[src/rtl/mem_wb_skid_register_pkg.sv]
// Shared definitions for the MEM/WB two-entry skid register.
// State encoding equals the number of held entries.
package mem_wb_skid_register_pkg;

  localparam int unsigned DEFAULT_DATA_WIDTH      = 32;
  localparam int unsigned DEFAULT_REG_INDEX_WIDTH = 5;
  localparam int unsigned DEFAULT_COUNT_WIDTH     = 16;

  typedef enum logic [1:0] {
    ST_EMPTY = 2'd0,
    ST_ONE   = 2'd1,
    ST_TWO   = 2'd2
  } state_e;

endpackage

[src/rtl/mem_wb_entry_register.sv]
// One MEM/WB entry (control bits, read data, ALU result, destination index).
// Loads on the falling edge when load is high, otherwise holds; async clear.
module mem_wb_entry_register
  import mem_wb_skid_register_pkg::*;
#(
  parameter int unsigned DATA_WIDTH      = DEFAULT_DATA_WIDTH,
  parameter int unsigned REG_INDEX_WIDTH = DEFAULT_REG_INDEX_WIDTH
) (
  input  logic                       clock,
  input  logic                       reset,
  input  logic                       load,
  input  logic                       d_reg_write,
  input  logic                       d_mem_to_reg,
  input  logic [DATA_WIDTH-1:0]      d_read_data,
  input  logic [DATA_WIDTH-1:0]      d_alu_result,
  input  logic [REG_INDEX_WIDTH-1:0] d_write_reg_index,
  output logic                       q_reg_write,
  output logic                       q_mem_to_reg,
  output logic [DATA_WIDTH-1:0]      q_read_data,
  output logic [DATA_WIDTH-1:0]      q_alu_result,
  output logic [REG_INDEX_WIDTH-1:0] q_write_reg_index
);

  logic                       reg_write_q,       reg_write_d;
  logic                       mem_to_reg_q,      mem_to_reg_d;
  logic [DATA_WIDTH-1:0]      read_data_q,       read_data_d;
  logic [DATA_WIDTH-1:0]      alu_result_q,      alu_result_d;
  logic [REG_INDEX_WIDTH-1:0] write_reg_index_q, write_reg_index_d;

  always_comb begin
    reg_write_d       = reg_write_q;
    mem_to_reg_d      = mem_to_reg_q;
    read_data_d       = read_data_q;
    alu_result_d      = alu_result_q;
    write_reg_index_d = write_reg_index_q;
    if (load) begin
      reg_write_d       = d_reg_write;
      mem_to_reg_d      = d_mem_to_reg;
      read_data_d       = d_read_data;
      alu_result_d      = d_alu_result;
      write_reg_index_d = d_write_reg_index;
    end
  end

  always_ff @(negedge clock or posedge reset) begin
    if (reset) begin
      reg_write_q       <= 1'b0;
      mem_to_reg_q      <= 1'b0;
      read_data_q       <= '0;
      alu_result_q      <= '0;
      write_reg_index_q <= '0;
    end else begin
      reg_write_q       <= reg_write_d;
      mem_to_reg_q      <= mem_to_reg_d;
      read_data_q       <= read_data_d;
      alu_result_q      <= alu_result_d;
      write_reg_index_q <= write_reg_index_d;
    end
  end

  assign q_reg_write       = reg_write_q;
  assign q_mem_to_reg      = mem_to_reg_q;
  assign q_read_data       = read_data_q;
  assign q_alu_result      = alu_result_q;
  assign q_write_reg_index = write_reg_index_q;

endmodule

[src/rtl/mem_wb_skid_register.sv]
// MEM/WB pipeline register with a one-entry skid buffer so in_ready never
// depends combinationally on out_ready; also counts backpressure cycles.
module mem_wb_skid_register
  import mem_wb_skid_register_pkg::*;
#(
  parameter int unsigned DATA_WIDTH      = DEFAULT_DATA_WIDTH,
  parameter int unsigned REG_INDEX_WIDTH = DEFAULT_REG_INDEX_WIDTH,
  parameter int unsigned COUNT_WIDTH     = DEFAULT_COUNT_WIDTH
) (
  input  logic                       clock,
  input  logic                       reset,
  input  logic                       in_valid,
  output logic                       in_ready,
  input  logic                       RegWrite,
  input  logic                       MemToReg,
  input  logic [DATA_WIDTH-1:0]      data_memory_read_data,
  input  logic [DATA_WIDTH-1:0]      ALU_result,
  input  logic [REG_INDEX_WIDTH-1:0] write_register_index,
  input  logic                       flush,
  input  logic                       out_ready,
  output logic                       out_valid,
  output logic                       RegWrite_output,
  output logic                       MemtoReg_output,
  output logic [DATA_WIDTH-1:0]      data_memory_read_data_output,
  output logic [DATA_WIDTH-1:0]      ALU_result_output,
  output logic [REG_INDEX_WIDTH-1:0] write_register_index_output,
  output logic [DATA_WIDTH-1:0]      writeback_data,
  output logic                       writeback_enable,
  output logic [1:0]                 occupancy,
  output logic [COUNT_WIDTH-1:0]     stall_cycles
);

  state_e                   state_q, state_d;
  logic [COUNT_WIDTH-1:0]   stall_q, stall_d;

  logic accept;
  logic drain;
  logic head_load;
  logic skid_load;
  logic head_from_skid;

  logic                       skid_reg_write;
  logic                       skid_mem_to_reg;
  logic [DATA_WIDTH-1:0]      skid_read_data;
  logic [DATA_WIDTH-1:0]      skid_alu_result;
  logic [REG_INDEX_WIDTH-1:0] skid_write_reg_index;

  assign accept = in_valid && in_ready;
  assign drain  = out_valid && out_ready;

  // State register
  always_ff @(negedge clock or posedge reset) begin
    if (reset) begin
      state_q <= ST_EMPTY;
      stall_q <= '0;
    end else begin
      state_q <= state_d;
      stall_q <= stall_d;
    end
  end

  // Next-state logic; flush overrides any same-edge accept or drain
  always_comb begin
    state_d = state_q;
    unique case (state_q)
      ST_EMPTY: if (accept) state_d = ST_ONE;
      ST_ONE: begin
        if (accept && !drain)      state_d = ST_TWO;
        else if (!accept && drain) state_d = ST_EMPTY;
      end
      ST_TWO:   if (drain) state_d = ST_ONE;
      default:  state_d = ST_EMPTY;
    endcase
    if (flush) state_d = ST_EMPTY;
  end

  // Handshake and datapath control, all from registered state
  always_comb begin
    in_ready       = (state_q != ST_TWO);
    out_valid      = (state_q != ST_EMPTY);
    head_load      = 1'b0;
    skid_load      = 1'b0;
    head_from_skid = (state_q == ST_TWO);
    if (!flush) begin
      unique case (state_q)
        ST_EMPTY: head_load = accept;
        ST_ONE: begin
          head_load = accept && drain;
          skid_load = accept && !drain;
        end
        ST_TWO:   head_load = drain;
        default:  head_load = 1'b0;
      endcase
    end
  end

  // Saturating backpressure counter, independent of flush
  always_comb begin
    stall_d = stall_q;
    if (out_valid && !out_ready && !(&stall_q)) begin
      stall_d = stall_q + COUNT_WIDTH'(1);
    end
  end

  mem_wb_entry_register #(
    .DATA_WIDTH      (DATA_WIDTH),
    .REG_INDEX_WIDTH (REG_INDEX_WIDTH)
  ) u_head (
    .clock             (clock),
    .reset             (reset),
    .load              (head_load),
    .d_reg_write       (head_from_skid ? skid_reg_write       : RegWrite),
    .d_mem_to_reg      (head_from_skid ? skid_mem_to_reg      : MemToReg),
    .d_read_data       (head_from_skid ? skid_read_data       : data_memory_read_data),
    .d_alu_result      (head_from_skid ? skid_alu_result      : ALU_result),
    .d_write_reg_index (head_from_skid ? skid_write_reg_index : write_register_index),
    .q_reg_write       (RegWrite_output),
    .q_mem_to_reg      (MemtoReg_output),
    .q_read_data       (data_memory_read_data_output),
    .q_alu_result      (ALU_result_output),
    .q_write_reg_index (write_register_index_output)
  );

  mem_wb_entry_register #(
    .DATA_WIDTH      (DATA_WIDTH),
    .REG_INDEX_WIDTH (REG_INDEX_WIDTH)
  ) u_skid (
    .clock             (clock),
    .reset             (reset),
    .load              (skid_load),
    .d_reg_write       (RegWrite),
    .d_mem_to_reg      (MemToReg),
    .d_read_data       (data_memory_read_data),
    .d_alu_result      (ALU_result),
    .d_write_reg_index (write_register_index),
    .q_reg_write       (skid_reg_write),
    .q_mem_to_reg      (skid_mem_to_reg),
    .q_read_data       (skid_read_data),
    .q_alu_result      (skid_alu_result),
    .q_write_reg_index (skid_write_reg_index)
  );

  assign writeback_data   = MemtoReg_output ? data_memory_read_data_output : ALU_result_output;
  assign writeback_enable = out_valid && RegWrite_output;
  assign occupancy        = state_q;
  assign stall_cycles     = stall_q;

endmodule

[config.mk]
export PLATFORM = sky130hd
export DESIGN_NAME = mem_wb_skid_register
export DESIGN_NICKNAME = d
export VERILOG_FILES = /design/src/rtl/mem_wb_skid_register_pkg.sv /design/src/rtl/mem_wb_entry_register.sv /design/src/rtl/mem_wb_skid_register.sv
export SDC_FILE = /design/constraint.sdc
export NUM_CORES = 1
export LEC_CHECK = 0
export CAP_MARGIN = 25
export CORE_MARGIN = 2
export CORE_UTILIZATION = 45
export DETAILED_ROUTE_END_ITERATION = 7
export PLACE_DENSITY_LB_ADDON = 0.2
export SYNTH_ARGS = -nofsm -noshare
export SYNTH_HDL_FRONTEND = slang
export SYNTH_SLANG_ARGS = --single-unit
export TNS_END_PERCENT = 30
[constraint.sdc]
create_clock -name clock -period 6.42 [get_ports clock]
set_clock_uncertainty 0.15 [all_clocks]
set_input_delay 1.605 -clock clock [delete_from_list [all_inputs] [get_ports clock]]
set_output_delay 1.605 -clock clock [all_outputs]
set_load 0.01 [all_outputs]
=== Yosys cells after proc, flatten, opt, wreduce, memory -nomap -nowiden ===
Index checks and enable logic that the tools add are counted.
W data, S select, Z words.

* Output and inout bits: 124
* Flip-flop bits (word level): 160
* Word-level logic and storage cells: 51

* Add/subtract/negate cells: 1
* Reductions and logical operators: 16
* Equality and inequality tests: 6
* Multiplexer cells: 16

{| class="wikitable"
|+ Operator list
! cell !! number
|-
| $mux W32 || 3
|-
| $add A16 B1 Y16 const B || 1
|-
| $reduce_and A16 Y1 || 1
|-
| $mux W2 || 5
|-
| $logic_and A1 B1 Y1 || 8
|-
| $ne A3 B3 Y1 const B || 2
|-
| $pmux W2 S3 || 1
|-
| $mux W1 || 5
|-
| $mux W5 || 1
|-
| $logic_not A1 Y1 || 4
|-
| $ne A4 B4 Y1 const B || 1
|-
| $pmux W1 S3 || 1
|-
| $reduce_and A3 Y1 || 1
|-
| $eq A2 B1 Y1 const B || 1
|-
| $eq A2 B2 Y1 const B || 1
|-
| $logic_not A2 Y1 || 1
|-
| $ne A2 B2 Y1 const B || 1
|-
| $reduce_bool A2 Y1 || 1
|}

=== Longest topological paths before layout ===
* Depth after elaboration: 8
* Gate-level depth with buffers: 5
* Depth with buffers taken out: 5

=== By module ===
From an unflattened synthesis, not the netlist that was laid out.

* Cell total of the unflattened synthesis: 510
* Area total of the unflattened synthesis: 8186.6 µm²

{| class="wikitable"
|+ By module, submodules not included
! module !! seq. area each (µm²) !! area each (µm²) !! cells each !! times used
|-
| mem_wb_entry_register || 1776.7 || 2994.1 || 151 || 2
|-
| mem_wb_skid_register || 450.4 || 2198.4 || 208 || 1
|}

==> results by group <==
Floorplan
  – Site Rows: 47
  – Die Ht: about 130 µm
  – Total core area: between 15000 and 20000 µm²
  – DIE WIDTH: about 130 µm
  – Ports: 200
  – Die area: ~18000 µm²
  – Starting density of the core: approximately 46%

Global route
  – Vias in the first global route: 5481
  – Initial antenna violation count: 0
  – GRT Resource Usage Total: 20.63%
  – Overflow after GRT: 0
  – First-pass GRT wire length: 28700 µm
  – Largest net degree at the start of global routing: 97

Setup path
  – Worst setup path end: writeback_data[21]
  – Critical path data required time: approximately 4.7 ns
  – R2r startpoint: occupancy[1]$_DFFE_NP0P_
  – Type of the worst setup path: flop to primary output
  – Worst R2R Path Depth: 5
  – Crit path from: u_head.q_mem_to_reg$_DFFE_NP0P_
  – Crit-path max FO: 8
  – Reg2Reg Setup Slack: between 4 and 5 ns
  – Critical Path Start Type: flop
  – CP endpoint kind: primary output
  – Worst reg2reg endpoint: u_head.q_read_data[23]$_DFFE_NP0P_
  – Arr. time, crit path: roughly 4.9 ns

Yosys
  – Avg Inst Size Synth: 14.86 µm²
  – Post-Syn Nets: ~600
  – Synth async-reset ratio: 100.0%
  – Post-synth EDFFs: 0
  – Mapped Area: about 7500 µm²
  – Yosys warns: 0
  – Synth unique cells: 38
  – Register area share after synthesis: around 53%
  – FF+latch count, synth: between 150 and 200
  – Dominant synthesized flop cell: dfrtn_1
  – Cells after synthesis: roughly 500

Final layout
  – Fill count: between 1000 and 1500
  – Area growth, synth to finish: 43.13%
  – Commonest non-fill, non-tap cell in the layout: mux2_2
  – Layout Cells excl Fill: about 960
  – Most frequent cells in the layout: mux2_2, dfrtn_1, clkdlybuf4s50_1
  – Layout cells sized above 1: a little under half
  – Design area: 10760 µm²
  – Nets: 809
  – Ant diodes: 0
  – Post-layout util: about two thirds

Placed design
  – GP Congestion: 0.7419
  – DP HPWL: ~12000 µm
  – Placed Area: between 9000 and 10000 µm²
  – Number of port buffers: slightly below 200
  – Dpl cells: approximately 920
  – Pre-CTS WS: -0.4836 ns

Detailed routing
  – DRC errors left: 0
  – DRT Wirelength: between 15000 and 20000 µm
  – Initial DRC count: 196
  – Vias: a little over 5000
  – Drt via density: roughly 5.2
  – Antenna Nets Post-Route: 0
  – Drt pass-1 iters: 4
  – WL per Instance: ~18 µm

Flow run
  – MaxCap Viol Count: 0

Status
  – Failing checks: setup timing
  – Status: finished, violations left

Clock tree
  – CTS root buf: clkbuf_16
  – Clock-pin slew on the worst setup and hold paths: 0.04 ns
  – CTS tree: done
  – Htree depth: 4
  – CTS sink count: between 150 and 200
  – Clock buffer depth: 2
  – Later-pin clock latency in the skew report: about 0.40 ns
  – Cts bufs inserted: 17

Timing
  – Worst rel slew slack: about a third
  – Final hold violation count: 0
  – Worst Setup Slack, final: -0.2099 ns
  – RSZ-0062 raised after global routing: true
  – Slew @ Worst Pin: between 0.9 and 1 ns
  – Final Setup Violations: 32
  – Pins Over Slew Limit: 0

Power and ir drop
  – Tot Pwr: around 3.5 mW
  – Worst vdd ir: around 0.23 mV
  – Lkg Pwr: around 4.8 nW
  – Pwr/cell area: about 330 nW/µm²

Worst hold path
  – HP Class: flop to flop
## how the worst min path moves through the flow
stage                                                  from  slack, ns                                 endpoint  cells past startpoint
floorplan           u_skid.q_write_reg_index[3]$_DFFE_NP0P_       0.29  u_skid.q_write_reg_index[3]$_DFFE_NP0P_                      1
global route             u_skid.q_read_data[26]$_DFFE_NP0P_       0.31       u_skid.q_read_data[26]$_DFFE_NP0P_                      1
CTS                      u_skid.q_read_data[30]$_DFFE_NP0P_       0.30       u_skid.q_read_data[30]$_DFFE_NP0P_                      1
finish                         stall_cycles[13]$_DFFE_NP0P_       0.30             stall_cycles[13]$_DFFE_NP0P_                      1
global placement               stall_cycles[13]$_DFFE_NP0P_       0.28             stall_cycles[13]$_DFFE_NP0P_                      1
detailed placement       u_skid.q_read_data[30]$_DFFE_NP0P_       0.30       u_skid.q_read_data[30]$_DFFE_NP0P_                      1
## Yosys cell counts, drive strengths merged, types with 2 or more instances
cell type,number,share of area [%]
a21oi,5,0.48
and2,2,0.17
dfrtn,160,53
nand3,6,0.40
a31oi,3,0.25
mux2,247,37
nand2,5,0.25
nor2b,2,0.20
o211ai,2,0.20
o21ai,3,0.20
nor4,2,0.37
o21a,3,0.30
nand2b,2,0.17
clkbuf,4,0.20
buf,24,2.9
nor2,5,0.25
xnor2,9,1.0
nand4,7,0.78
and3,4,0.33
## what timing repair did
item                                    CTS  global route
resized for setup                       206            16
setup buffers                             6             0
hold buffers                              0             0
cloned                                    4             0
endpoints found under the setup margin  154            68
pin swaps                                 0             0
## area by class of cell
cell class	count	area, µm²	area share [%]
Timing Repair Buffer	235	2461	22.87
Clock buffer	20	456.7	4.243
Tap cell	220	275.3	2.558
Clock inverter	10	161.4	1.500
Sequential cell	160	4004	37.20
Inverter	1	7.507	0.06975
Multi-Input combinational cell	317	3397	31.56
## logic make-up after synthesis
logic type	synth area share (%)
fa+ha+maj	0.1664
buf+inv	3.178
mux	37.09
flops	53.24
xor+xnor	1.165
simple gates	3.411
compound gates	1.747
## power breakdown
| part | switching [mW] | internal (mW) | total (mW) |
|---|---|---|---|
| logic | 0.364 | 0.666 | 1.03 |
| clock network | 0.395 | 0.666 | 1.06 |
| registers | 0.168 | 1.27 | 1.44 |
| total | 0.926 | 2.60 | 3.53 |
## stage by stage
step	hold slack, ns	TNS, ns
floorplan	0.2870	-73.00
global placement	0.2782	-57.99
detailed placement	0.3022	-64.06
CTS	0.3021	-5.062
global route	0.3135	-6.966
finish	0.2971	-5.046
## critical path: stages (launching register included)
cell and delay [ns]:
dfrtn_1 0.43, buf_6 0.12, buf_6 0.12, buf_12 0.15
mux2_4 0.31, buf_6 0.12
## layer usage
metal | routed length [µm] | vias to the layer above | track usage [%]
met3 | 818 | 27 | 4.414
li1 | - | 2290 | -
met1 | 7478 | 2596 | 25.29
met4 | 344 | 0 | 7.270
met2 | 9148 | 127 | 36.08
met5 | 0 | - | 0
(Power assumes the default switching activity.)
